$ cat config.mk
export PLATFORM = sky130hd
export DESIGN_NAME = cmd_cfg_flat
export DESIGN_NICKNAME = d
export VERILOG_FILES = /design/src/rtl/cmd_cfg_if.sv /design/src/rtl/cmd_cfg.sv /design/src/flat_wrapper.sv
export SDC_FILE = /design/constraint.sdc
export NUM_CORES = 1
export LEC_CHECK = 0
export BUFFER_PORTS_ARGS = -buffer_cell sky130_fd_sc_hd__buf_4
export CORE_UTILIZATION = 45
export DETAILED_ROUTE_END_ITERATION = 16
export PLACE_DENSITY = 0.75
export SETUP_SLACK_MARGIN = 0.5
export SLEW_MARGIN = 20
export SYNTH_ARGS = -nofsm -noshare
export SYNTH_HDL_FRONTEND = slang
export SYNTH_SLANG_ARGS = --single-unit
export TNS_END_PERCENT = 100
$ cat constraint.sdc
create_clock -name clk -period 2.6 [get_ports clk]
set_input_delay 0.52 -clock clk [delete_from_list [all_inputs] [get_ports clk]]
set_output_delay 0.52 -clock clk [all_outputs]
set_load 0.05 [all_outputs]
$ cat src/rtl/cmd_cfg_if.sv
// Command channel between the UART command receiver (master) and cmd_cfg (slave).
interface cmd_cfg_if;
  logic        cmd_rdy;
  logic [7:0]  cmd;
  logic [15:0] data;
  logic        clr_cmd_rdy;
  logic        send_resp;
  logic [7:0]  resp;

  modport master (
    output cmd_rdy, cmd, data,
    input  clr_cmd_rdy, send_resp, resp
  );

  modport slave (
    input  cmd_rdy, cmd, data,
    output clr_cmd_rdy, send_resp, resp
  );
endinterface

$ cat src/rtl/cmd_cfg.sv
// Command sequencer: decodes host commands into flight setpoints, runs the
// gyro calibration handshake and zeroes setpoints if the host goes silent.
module cmd_cfg #(
  parameter bit FAST_SIM = 1'b1
) (
  input  logic        clk,
  input  logic        rst_n,
  cmd_cfg_if.slave    bus,
  input  logic        cal_done_i,
  output logic [15:0] d_ptch_o,
  output logic [15:0] d_roll_o,
  output logic [15:0] d_yaw_o,
  output logic [8:0]  thrst_o,
  output logic        strt_cal_o,
  output logic        inertial_cal_o,
  output logic        motors_off_o
);

  localparam int unsigned TmrW = FAST_SIM ? 9 : 26;

  localparam logic [7:0] OpPtch  = 8'h02;
  localparam logic [7:0] OpRoll  = 8'h03;
  localparam logic [7:0] OpYaw   = 8'h04;
  localparam logic [7:0] OpThrst = 8'h05;
  localparam logic [7:0] OpCal   = 8'h06;
  localparam logic [7:0] OpLand  = 8'h07;
  localparam logic [7:0] OpOff   = 8'h08;

  localparam logic [7:0] RespAck = 8'hA5;
  localparam logic [7:0] RespNak = 8'hEE;

  typedef enum logic [1:0] {StIdle, StSpinup, StCal, StAck} state_e;

  state_e            state_q, state_d;
  logic [TmrW-1:0]   tmr_q, tmr_d;
  logic [TmrW-1:0]   wd_q, wd_d;
  logic [15:0]       d_ptch_q, d_ptch_d;
  logic [15:0]       d_roll_q, d_roll_d;
  logic [15:0]       d_yaw_q, d_yaw_d;
  logic [8:0]        thrst_q, thrst_d;
  logic [7:0]        resp_q, resp_d;
  logic              strt_cal_q, strt_cal_d;
  logic              motors_off_q, motors_off_d;
  logic              clr;
  logic              ack;
  logic              in_cal;

  assign in_cal = (state_q == StSpinup) || (state_q == StCal);

  always_comb begin
    state_d      = state_q;
    tmr_d        = tmr_q;
    wd_d         = wd_q;
    d_ptch_d     = d_ptch_q;
    d_roll_d     = d_roll_q;
    d_yaw_d      = d_yaw_q;
    thrst_d      = thrst_q;
    resp_d       = resp_q;
    strt_cal_d   = 1'b0;
    motors_off_d = motors_off_q;
    clr          = 1'b0;
    ack          = 1'b0;

    // Watchdog zeroing comes first so a command loading this cycle overrides it.
    if (wd_q == '1) begin
      d_ptch_d = '0;
      d_roll_d = '0;
      d_yaw_d  = '0;
      thrst_d  = '0;
    end else begin
      wd_d = wd_q + 1'b1;
    end

    unique case (state_q)
      StIdle: begin
        if (bus.cmd_rdy) begin
          clr     = 1'b1;
          resp_d  = RespAck;
          state_d = StAck;
          case (bus.cmd)
            OpPtch:  d_ptch_d = bus.data;
            OpRoll:  d_roll_d = bus.data;
            OpYaw:   d_yaw_d  = bus.data;
            OpThrst: thrst_d  = bus.data[8:0];
            OpCal: begin
              motors_off_d = 1'b0;
              tmr_d        = '0;
              state_d      = StSpinup;
            end
            OpLand: begin
              d_ptch_d = '0;
              d_roll_d = '0;
              d_yaw_d  = '0;
              thrst_d  = '0;
            end
            OpOff:   motors_off_d = 1'b1;
            default: resp_d = RespNak;
          endcase
        end
      end
      StSpinup: begin
        tmr_d = tmr_q + 1'b1;
        if (tmr_q == '1) begin
          strt_cal_d = 1'b1;
          state_d    = StCal;
        end
      end
      StCal: begin
        if (cal_done_i) state_d = StAck;
      end
      StAck: begin
        ack     = 1'b1;
        state_d = StIdle;
      end
      default: state_d = StIdle;
    endcase

    if (clr || in_cal) wd_d = '0;
  end

  always_ff @(posedge clk or negedge rst_n) begin
    if (!rst_n) begin
      state_q      <= StIdle;
      tmr_q        <= '0;
      wd_q         <= '0;
      d_ptch_q     <= '0;
      d_roll_q     <= '0;
      d_yaw_q      <= '0;
      thrst_q      <= '0;
      resp_q       <= RespAck;
      strt_cal_q   <= 1'b0;
      motors_off_q <= 1'b1;
    end else begin
      state_q      <= state_d;
      tmr_q        <= tmr_d;
      wd_q         <= wd_d;
      d_ptch_q     <= d_ptch_d;
      d_roll_q     <= d_roll_d;
      d_yaw_q      <= d_yaw_d;
      thrst_q      <= thrst_d;
      resp_q       <= resp_d;
      strt_cal_q   <= strt_cal_d;
      motors_off_q <= motors_off_d;
    end
  end

  assign bus.clr_cmd_rdy = clr;
  assign bus.send_resp   = ack;
  assign bus.resp        = resp_q;
  assign d_ptch_o        = d_ptch_q;
  assign d_roll_o        = d_roll_q;
  assign d_yaw_o         = d_yaw_q;
  assign thrst_o         = thrst_q;
  assign strt_cal_o      = strt_cal_q;
  assign inertial_cal_o  = in_cal;
  assign motors_off_o    = motors_off_q;

endmodule

$ cat src/flat_wrapper.sv
// flat-port wrapper written by rule: the top's interface ports become plain ports
module cmd_cfg_flat 
#(
  parameter bit FAST_SIM = 1'b1
)
  (clk, rst_n, cal_done_i, d_ptch_o, d_roll_o, d_yaw_o, thrst_o, strt_cal_o, inertial_cal_o, motors_off_o, bus_cmd_rdy, bus_cmd, bus_data, bus_clr_cmd_rdy, bus_send_resp, bus_resp);
  cmd_cfg_if bus_i ();
  input  logic clk;
  input  logic rst_n;
  input  logic cal_done_i;
  output logic [15:0] d_ptch_o;
  output logic [15:0] d_roll_o;
  output logic [15:0] d_yaw_o;
  output logic [8:0] thrst_o;
  output logic strt_cal_o;
  output logic inertial_cal_o;
  output logic motors_off_o;
  input wire logic [$bits(bus_i.cmd_rdy)-1:0] bus_cmd_rdy;
  input wire logic [$bits(bus_i.cmd)-1:0] bus_cmd;
  input wire logic [$bits(bus_i.data)-1:0] bus_data;
  output wire logic [$bits(bus_i.clr_cmd_rdy)-1:0] bus_clr_cmd_rdy;
  output wire logic [$bits(bus_i.send_resp)-1:0] bus_send_resp;
  output wire logic [$bits(bus_i.resp)-1:0] bus_resp;
  assign bus_i.cmd_rdy = bus_cmd_rdy;
  assign bus_i.cmd = bus_cmd;
  assign bus_i.data = bus_data;
  assign bus_clr_cmd_rdy = bus_i.clr_cmd_rdy;
  assign bus_send_resp = bus_i.send_resp;
  assign bus_resp = bus_i.resp;
  cmd_cfg #(.FAST_SIM(FAST_SIM)) u_core (.clk(clk), .rst_n(rst_n), .bus(bus_i), .cal_done_i(cal_done_i), .d_ptch_o(d_ptch_o), .d_roll_o(d_roll_o), .d_yaw_o(d_yaw_o), .thrst_o(thrst_o), .strt_cal_o(strt_cal_o), .inertial_cal_o(inertial_cal_o), .motors_off_o(motors_off_o));
endmodule
==> results of run 1 <==
synth_stat cells, types with 4 or more instances:
cell type  instances  area share (%)
a21oi_1            4            0.55
a22o_1            23             5.5
a32o_1            10             2.8
buf_2              7            0.96
buf_4              6             1.2
clkbuf_1          10             1.0
dfrtp_1           79              54
ha_1               9             3.1
inv_1              7            0.72
nand2_1           49             5.1
nand2b_1           8             1.4
nand3_1            6            0.83
nand3b_1           8             1.7
nor2_1            14             1.4
o21ai_0           33             4.5
xnor2_1            4            0.96
registers in the layout, summed over array words and instances, names as in the netlist:
register / cells
u_core.bus.resp: 2
u_core.strt_cal_o: 1
u_core.thrst_o: 9
u_core.d_roll_o: 16
u_core.tmr_q: 9
u_core.wd_q: 9
u_core.d_yaw_o: 16
u_core.d_ptch_o: 16
u_core.motors_off_o: 1
u_core.state_q: 2
metrics by stage:
step	std cells	instance area (um2)	setup slack, ns	total power, uW	hold WS [ns]
2_1_floorplan	334	3641	0.5459	2190	0.2244
3_3_place_gp	514	4418	0.3940	2449	0.4608
3_5_place_dp	514	4418	0.3444	2473	0.4698
4_1_cts	531	4678	0.4703	3592	0.1457
5_1_grt	534	4721	0.5005	3763	0.1616
6_report	534	4721	0.5951	3588	0.1304
worst min path at each step:
stage | slack, ns | cells after the start | start | end
6_report | 0.13 | 1 | rst_n | u_core.d_yaw_o[14]$_DFF_PN0_
3_5_place_dp | 0.47 | 2 | u_core.bus.resp[0]$_DFFE_PN1P_ | u_core.bus.resp[0]$_DFFE_PN1P_
3_3_place_gp | 0.46 | 2 | u_core.bus.resp[0]$_DFFE_PN1P_ | u_core.bus.resp[0]$_DFFE_PN1P_
2_1_floorplan | 0.22 | 0 | rst_n | u_core.bus.resp[3]$_DFFE_PN0P_
4_1_cts | 0.15 | 1 | rst_n | u_core.d_yaw_o[14]$_DFF_PN0_
5_1_grt | 0.16 | 1 | rst_n | u_core.d_yaw_o[14]$_DFF_PN0_
routing by layer:
| layer | global-route usage, % | up-vias |
|---|---|---|
| met1 | 26.89 | 1439 |
| li1 | - | 1376 |
| met5 | 0 | - |
| met4 | 7.161 | 0 |
| met3 | 5.058 | 18 |
| met2 | 35.63 | 83 |
cell type report:
cell class / instances / share of cell area [%]
flip-flops and latches: 81 / 42.99
multi-input cells: 222 / 31.38
repair buffers: 106 / 17.12
clock buffers: 11 / 2.995
well taps: 102 / 2.703
clock inverters: 5 / 2.173
inverters: 7 / 0.6361
power groups by stage:
stage / registers, uW / logic (uW) / clock network (uW)
3_5_place_dp: 1500 / 970 / 0
4_1_cts: 1480 / 989 / 1120
5_1_grt: 1500 / 1090 / 1170
2_1_floorplan: 1600 / 590 / 0
6_report: 1480 / 1000 / 1100
3_3_place_gp: 1500 / 950 / 0
cell families (layout without fill, tap and decap cells):
group                    Yosys count  after routing
AND/OR/NAND/NOR                  112            112
AO/OA/AOI/OAI                     87             87
flip-flops                        81             81
buffers and inverters             31            129
adder cells (fa/ha/maj)            9              9
XOR/XNOR                           7              7
multiplexers                       3              3
other                              2              4
what timing repair did:
item                       in CTS  in global routing
setup endpoints to repair      20                 22
pin swaps                       0                  1
setup buffers                   1                  3
gates resized for setup         3                  4
placed cells by master (no fill, tap or decap), drive strengths merged, types with 6 or more instances in the layout:
cell	netlist	layout
a22o	23	23
a32o	10	10
buf	14	106
clkbuf	10	11
dfrtp	79	79
ha	9	9
inv	7	6
nand2	49	49
nand2b	8	8
nand3	6	6
nand3b	8	8
nor2	15	15
o21ai	33	33
worst register-to-register path, cell delays in order (launching register included):
cell and delay (ns):
dfrtp_1 0.41, ha_2 0.21, nand3_1 0.08, nor2_1 0.06, ha_4 0.21, a31oi_2 0.69, a22o_1 0.27
==> results_tabular.tex, run 1 <==
\begin{tabular}{lr}
\hline
Metric & Value \\
\hline
\multicolumn{2}{l}{\textbf{Run status}} \\
Run status & completed \\
\multicolumn{2}{l}{\textbf{Placement}} \\
HPWL Detailed & 6192 um \\
Number of port buffers & 93 \\
Final GP Congestion & 0.8077 \\
\multicolumn{2}{l}{\textbf{Floorplanning}} \\
Total Die Area & 8437 um2 \\
Vertical die dimension & 91.86 um \\
Die Span X & 91.86 um \\
Placement row count & 32 \\
Number of placed I/O pins & 98 \\
Placeable core region & 7767 um2 \\
Initial cell density of the core & 46.78\% \\
\multicolumn{2}{l}{\textbf{Global route}} \\
Total Routing Usage GR & 21.22\% \\
Initial antenna violation count & 0 \\
Maximum number of pins on one net before global-route repair & 43 \\
Global-route wire length before repair & 14010 um \\
Total gr overflow & 0 \\
Via count of the first global-routing pass & 2846 \\
\multicolumn{2}{l}{\textbf{Routing}} \\
Routed wire length on met3 & 458 um \\
DRT met1 WL & 3800 um \\
DRC violations left & 0 \\
Vias after detailed routing & 2916 \\
Vias per std cell & 5.461 \\
Highest metal layer with signal wires & met4 \\
1st-iter DRT viols & 150 \\
Total met2 wirelength after detailed routing & 4245 um \\
Routed wire length per instance & 16.25 um \\
Number of antenna-violating nets in the routed design & 0 \\
Detailed-routing iteration count for the pre-antenna-repair pass & 4 \\
Total wirelength of the detailed-routed design & 8676 um \\
\multicolumn{2}{l}{\textbf{Synthesis}} \\
Share of the synthesized netlist area taken by xor and xnor gates & 1.687\% \\
Seq cells post-synth & 81 \\
Mean instance size in the synthesized netlist & 10.94 um2 \\
Share of synthesized cell area in and, or, nand and nor gates & 16.77\% \\
Number of synthesized flops with an enable pin & 0 \\
Ys flop type & dfrtp\_1 \\
Synthesized-area fraction occupied by ao, oa, aoi and oai cells & 17.25\% \\
Synthesized netlist cell count & 332 \\
Main combinational cell family by area after synthesis & compound AO/OA/AOI/OAI gates \\
Mux share of post-synthesis cell area & 0.8609\% \\
Number of library cell types mapped by synthesis & 52 \\
Synth async-reset ratio & 100.0\% \\
Synthesis warning total & 0 \\
Cell area after synthesis & 3633 um2 \\
Adder-Cell Fraction of Synth Area & 3.099\% \\
Part of the Yosys area used for sequential elements & 55.85\% \\
\multicolumn{2}{l}{\textbf{Critical path}} \\
CP required & 2.08 ns \\
Launch instance of the worst register-to-register path & u\_core.wd\_q[0]\$\_DFFE\_PN0P\_ \\
Sort of element at the end of the critical path & primary output \\
Critical path peak fanout & 4 \\
Critical path startpoint & u\_core.state\_q[0]\$\_DFFE\_PN0P\_ \\
Reg-to-reg slack, setup & 0.61 ns \\
Class of the most critical setup path & reg2out \\
Startpoint Class & register \\
Worst Path Buf+Inv & 3 \\
Cell with the largest stage delay on the worst path & dfrtp\_1 \\
Highest cell delay on the worst timing path & 0.42 ns \\
Signal arrival time at the worst endpoint & 1.48 ns \\
Ordered list of cells on the worst path & inv\_1 -> ha\_2 -> nand2\_4 -> clkinvlp\_4 -> buf\_4 \\
Number of stages on the worst setup path & 5 \\
Crit-path leading delay family & flip-flops \\
Crit path to & bus\_clr\_cmd\_rdy \\
Worst r2r dst & u\_core.d\_ptch\_o[4]\$\_DFF\_PN0\_ \\
Depth of the worst register-to-register path & 6 \\
\multicolumn{2}{l}{\textbf{Pwr}} \\
Power density of the placed cells & 760.0 nW/um2 \\
Sequential Power Share & 41.2\% \\
P\_sw & 1200 uW \\
Peak supply drop & 792.7 uV \\
Internal power of the cells & 2388 uW \\
Gate power share & 28.0\% \\
Fraction of power consumed by the clock network & 30.8\% \\
Static Leakage & 0.002233 uW \\
Net switching share of the total power & 33.45\% \\
\multicolumn{2}{l}{\textbf{Timing}} \\
Aggregate negative setup slack & 0 ns \\
Worst-Margin Slew & 0.8541 ns \\
Min Clock Period, post-route & 2.005 ns \\
Clock Skew & 0.006273 ns \\
Number of max-slew violations in the final report & 0 \\
Max Freq & 498.8 MHz \\
Total of endpoints with negative setup slack in the final report & 0 \\
Share of the clock period used by the worst path after layout & 77.11\% \\
RSZ-0062 raised after global routing & no \\
Slew Limit Headroom & 42.88\% \\
Total count of hold-check failures in the final report & 0 \\
\multicolumn{2}{l}{\textbf{Cells and area}} \\
Antenna cell count & 0 \\
Fillers & 666 \\
Final nets & 464 \\
Synth-to-layout area growth & 29.92\% \\
Fraction of final layout cells sized beyond drive strength 1 & 32.18\% \\
Final core utilization & 60.78\% \\
Total area of multi-input combinational cells & 1481 um2 \\
Area occupied by registers & 2029 um2 \\
\multicolumn{2}{l}{\textbf{CTS}} \\
H-Tree Depth & 3 \\
Source-to-sink clock delay at the later pin of the worst-skew pair & 0.35 ns \\
Quantity of hold-fixing buffers added after cts & 0 \\
Number of buffers created by CTS & 9 \\
Post-CTS clock slew at the launch and capture registers of the worst setup and hold paths & 0.08 ns \\
Library cell used as clock root buffer & clkbuf\_8 \\
Clock Tree Buf Depth & 2 \\
CTS tree & built \\
Clk sink count & 81 \\
\multicolumn{2}{l}{\textbf{Worst hold path}} \\
Type of the most critical hold path & in2async \\
\multicolumn{2}{l}{\textbf{Run}} \\
Maximum Capacitance Violations & 0 \\
\hline
\end{tabular}
Note: power is estimated with default switching activity, not from simulation.
==> run 2, diff against run 1 <==
clock period = 2 ns   (was 2.6 ns; I/O delays follow)
==> run 2 against run 1 <==
Net effect:
- clock power is 31% higher
- highest routed layer unchanged
- worst hold slack better by 0.16 ns
- combinational power is 97% higher
- die area stayed put
- largest power group is now combinational logic
- non-clock buffer count is 54 higher
==> results_tabular.tex, run 2 (same netlist as run 1, synthesis figures left out) <==
\begin{tabular}{lr}
\hline
Metric & Value \\
\hline
\multicolumn{2}{l}{\textbf{Run status}} \\
Run status & completed \\
\multicolumn{2}{l}{\textbf{Placement}} \\
HPWL Detailed & 6328 um (+2.2\%) \\
Final GP Congestion & 0.7493 (-7.2\%) \\
Worst Setup Slack post-DPL & 0.004762 ns (-0.3397 ns) \\
Number of port buffers & 93 (unchanged) \\
Total placed instance area & 4603 um2 (+4.2\%) \\
\multicolumn{2}{l}{\textbf{Critical path}} \\
CP required & 2.28 ns (+0.20 ns) \\
Sort of element at the end of the critical path & register \\
Critical path peak fanout & 6 (+2) \\
Startpoint Class & register \\
Ordered list of cells on the worst path & ha\_2 -> nand3\_2 -> nor2\_4 -> ha\_4 -> nand4b\_1 -> or3\_4 -> a21oi\_2 \\
Class of the most critical setup path & reg2reg \\
Highest cell delay on the worst timing path & 0.44 ns (+0.02 ns) \\
Cell with the largest stage delay on the worst path & or3\_4 \\
Signal arrival time at the worst endpoint & 2.11 ns (+0.63 ns) \\
\multicolumn{2}{l}{\textbf{Timing}} \\
Total count of hold-check failures in the final report & 0 (unchanged) \\
Aggregate negative setup slack & 0 ns (unchanged) \\
Clock Skew & 0.008221 ns (+0.001948 ns) \\
Post-route worst hold slack & 0.2878 ns (+0.1574 ns) \\
PnR worst setup slack & 0.1639 ns (-0.4313 ns) \\
Max Freq & 544.6 MHz \\
Min Clock Period, post-route & 1.836 ns \\
Total of endpoints with negative setup slack in the final report & 0 (unchanged) \\
Number of max-slew violations in the final report & 0 (unchanged) \\
RSZ-0062 raised after global routing & yes \\
Share of the clock period used by the worst path after layout & 91.81\% \\
\multicolumn{2}{l}{\textbf{Global route}} \\
Global-route wire length before repair & 16220 um (+16\%) \\
Via count of the first global-routing pass & 3259 (+15\%) \\
Total gr overflow & 0 (unchanged) \\
Total Routing Usage GR & 24.95\% (+3.7 points) \\
Maximum number of pins on one net before global-route repair & 53 (+23\%) \\
Initial antenna violation count & 0 (unchanged) \\
\multicolumn{2}{l}{\textbf{Routing}} \\
Vias per std cell & 5.571 (+2.0\%) \\
Number of antenna-violating nets in the routed design & 0 (unchanged) \\
Total wirelength of the detailed-routed design & 10770 um (+24\%) \\
Detailed-routing iteration count for the pre-antenna-repair pass & 4 (unchanged) \\
Vias after detailed routing & 3276 (+12\%) \\
1st-iter DRT viols & 129 (-14\%) \\
DRC violations left & 0 (unchanged) \\
Routed wire length per instance & 18.32 um (+13\%) \\
\multicolumn{2}{l}{\textbf{CTS}} \\
H-Tree Depth & 3 (unchanged) \\
CTS tree & built \\
Clk sink count & 81 (unchanged) \\
Source-to-sink clock delay at the later pin of the worst-skew pair & 0.35 ns (about the same) \\
Clock Tree Buf Depth & 2 (unchanged) \\
Number of buffers created by CTS & 9 (unchanged) \\
Post-CTS clock slew at the launch and capture registers of the worst setup and hold paths & 0.09 ns (about the same) \\
Library cell used as clock root buffer & clkbuf\_8 \\
\multicolumn{2}{l}{\textbf{Pwr}} \\
Pwr Total & 5344 uW (+49\%) \\
Fraction of power consumed by the clock network & 26.9\% (-3.9 points) \\
Sequential Power Share & 36.3\% (-4.9 points) \\
Gate power share & 36.8\% (+8.8 points) \\
Peak supply drop & 710.1 uV (-10\%) \\
Net switching share of the total power & 34.84\% (+1.4 points) \\
Static Leakage & 0.002621 uW (+17\%) \\
Internal power of the cells & 3482 uW (+46\%) \\
P\_sw & 1862 uW (+55\%) \\
Power density of the placed cells & 935.2 nW/um2 (+23\%) \\
\multicolumn{2}{l}{\textbf{Cells and area}} \\
Final nets & 519 (+12\%) \\
Fraction of final layout cells sized beyond drive strength 1 & 51.85\% (+20 points) \\
Commonest non-fill, non-tap cell in the layout & buf\_4 \\
Synth-to-layout area growth & 57.27\% \\
Design area & 5714 um2 (+21\%) \\
Antenna cell count & 0 (unchanged) \\
Leading cell types in the layout, fill and taps excluded & 124 x buf\_4, 79 x dfrtp\_1, 27 x nand2\_1, 24 x buf\_6, 23 x a22o\_1 \\
Fillers & 522 (-22\%) \\
\multicolumn{2}{l}{\textbf{Floorplanning}} \\
Number of placed I/O pins & 98 (unchanged) \\
Initial cell density of the core & 46.78\% (unchanged) \\
Placement row count & 32 (unchanged) \\
Placeable core region & 7767 um2 (unchanged) \\
Die Span X & 91.86 um (unchanged) \\
Total Die Area & 8437 um2 (unchanged) \\
Vertical die dimension & 91.86 um (unchanged) \\
\multicolumn{2}{l}{\textbf{Run}} \\
Maximum Capacitance Violations & 0 (unchanged) \\
\multicolumn{2}{l}{\textbf{Worst hold path}} \\
Type of the most critical hold path & in2reg \\
\hline
\end{tabular}
## run 2: per-stage QoR
stage / cells / util [%]
after floorplan: 334 / -
after global placement: 519 / 59.26
after detailed placement: 519 / 59.26
after CTS: 574 / 69.43
after global routing: 588 / 73.57
final: 588 / 73.57
## run 2: final timing paths
| kind | endpoint | cells after the start | start | slack (ns) |
|---|---|---|---|---|
| min in group asynchronous | u_core.wd_q[6]$_DFFE_PN0P_ | 2 | rst_n | 0.53 |
| max in group asynchronous | u_core.d_ptch_o[4]$_DFF_PN0_ | 3 | rst_n | 0.87 |
| setup / recovery | u_core.wd_q[7]$_DFFE_PN0P_ | 7 | u_core.wd_q[0]$_DFFE_PN0P_ | 0.16 |
| hold / removal | u_core.d_ptch_o[5]$_DFF_PN0_ | 2 | bus_data[5] | 0.29 |
| setup reg to reg | u_core.wd_q[7]$_DFFE_PN0P_ | 7 | u_core.wd_q[0]$_DFFE_PN0P_ | 0.16 |
| hold reg to reg | u_core.bus.resp[0]$_DFFE_PN1P_ | 2 | u_core.bus.resp[0]$_DFFE_PN1P_ | 0.50 |
## run 2: worst max-delay path: cells and delay by family, from the launching register on
family,cells,cell delay [ns]
AND/OR/NAND/NOR,4,0.86
flip-flops,1,0.39
adder cells (fa/ha/maj),2,0.37
AO/OA/AOI/OAI,1,0.13
## run 2: power by group through the flow
stage	clock, uW	sequential (uW)	combinational [uW]
3_5_place_dp	0	1970	1390
3_3_place_gp	0	1960	1360
6_report	1440	1940	1970
2_1_floorplan	0	2090	909
4_1_cts	1450	1920	1700
5_1_grt	1530	1960	2100
## run 2: metal layers
layer,wire length (um),vias up,GRT usage (%)
li1,-,1487,-
met1,4414,1645,32.09
met3,636,22,5.390
met5,0,-,0
met2,5489,122,40.61
met4,229,0,10.94
## run 2: final cells by class
type / instances / area [um2] / area share (%)
clock buffers: 9 / 123.9 / 2.168
clock inverters: 6 / 115.1 / 2.014
inverters: 7 / 31.28 / 0.5474
multi-input cells: 223 / 1871 / 32.73
flip-flops and latches: 81 / 2029 / 35.52
well taps: 102 / 127.6 / 2.233
repair buffers: 160 / 1416 / 24.79
## run 2: repair_timing
| item | in CTS | in global routing |
|---|---|---|
| pin swaps | 45 | 34 |
| endpoints found under the setup margin | 82 | 85 |
| gates resized for setup | 70 | 51 |
| setup buffers | 35 | 13 |
| hold endpoints to repair | 23 | 0 |
| gates cloned | 4 | 1 |
| hold buffers | 1 | 0 |
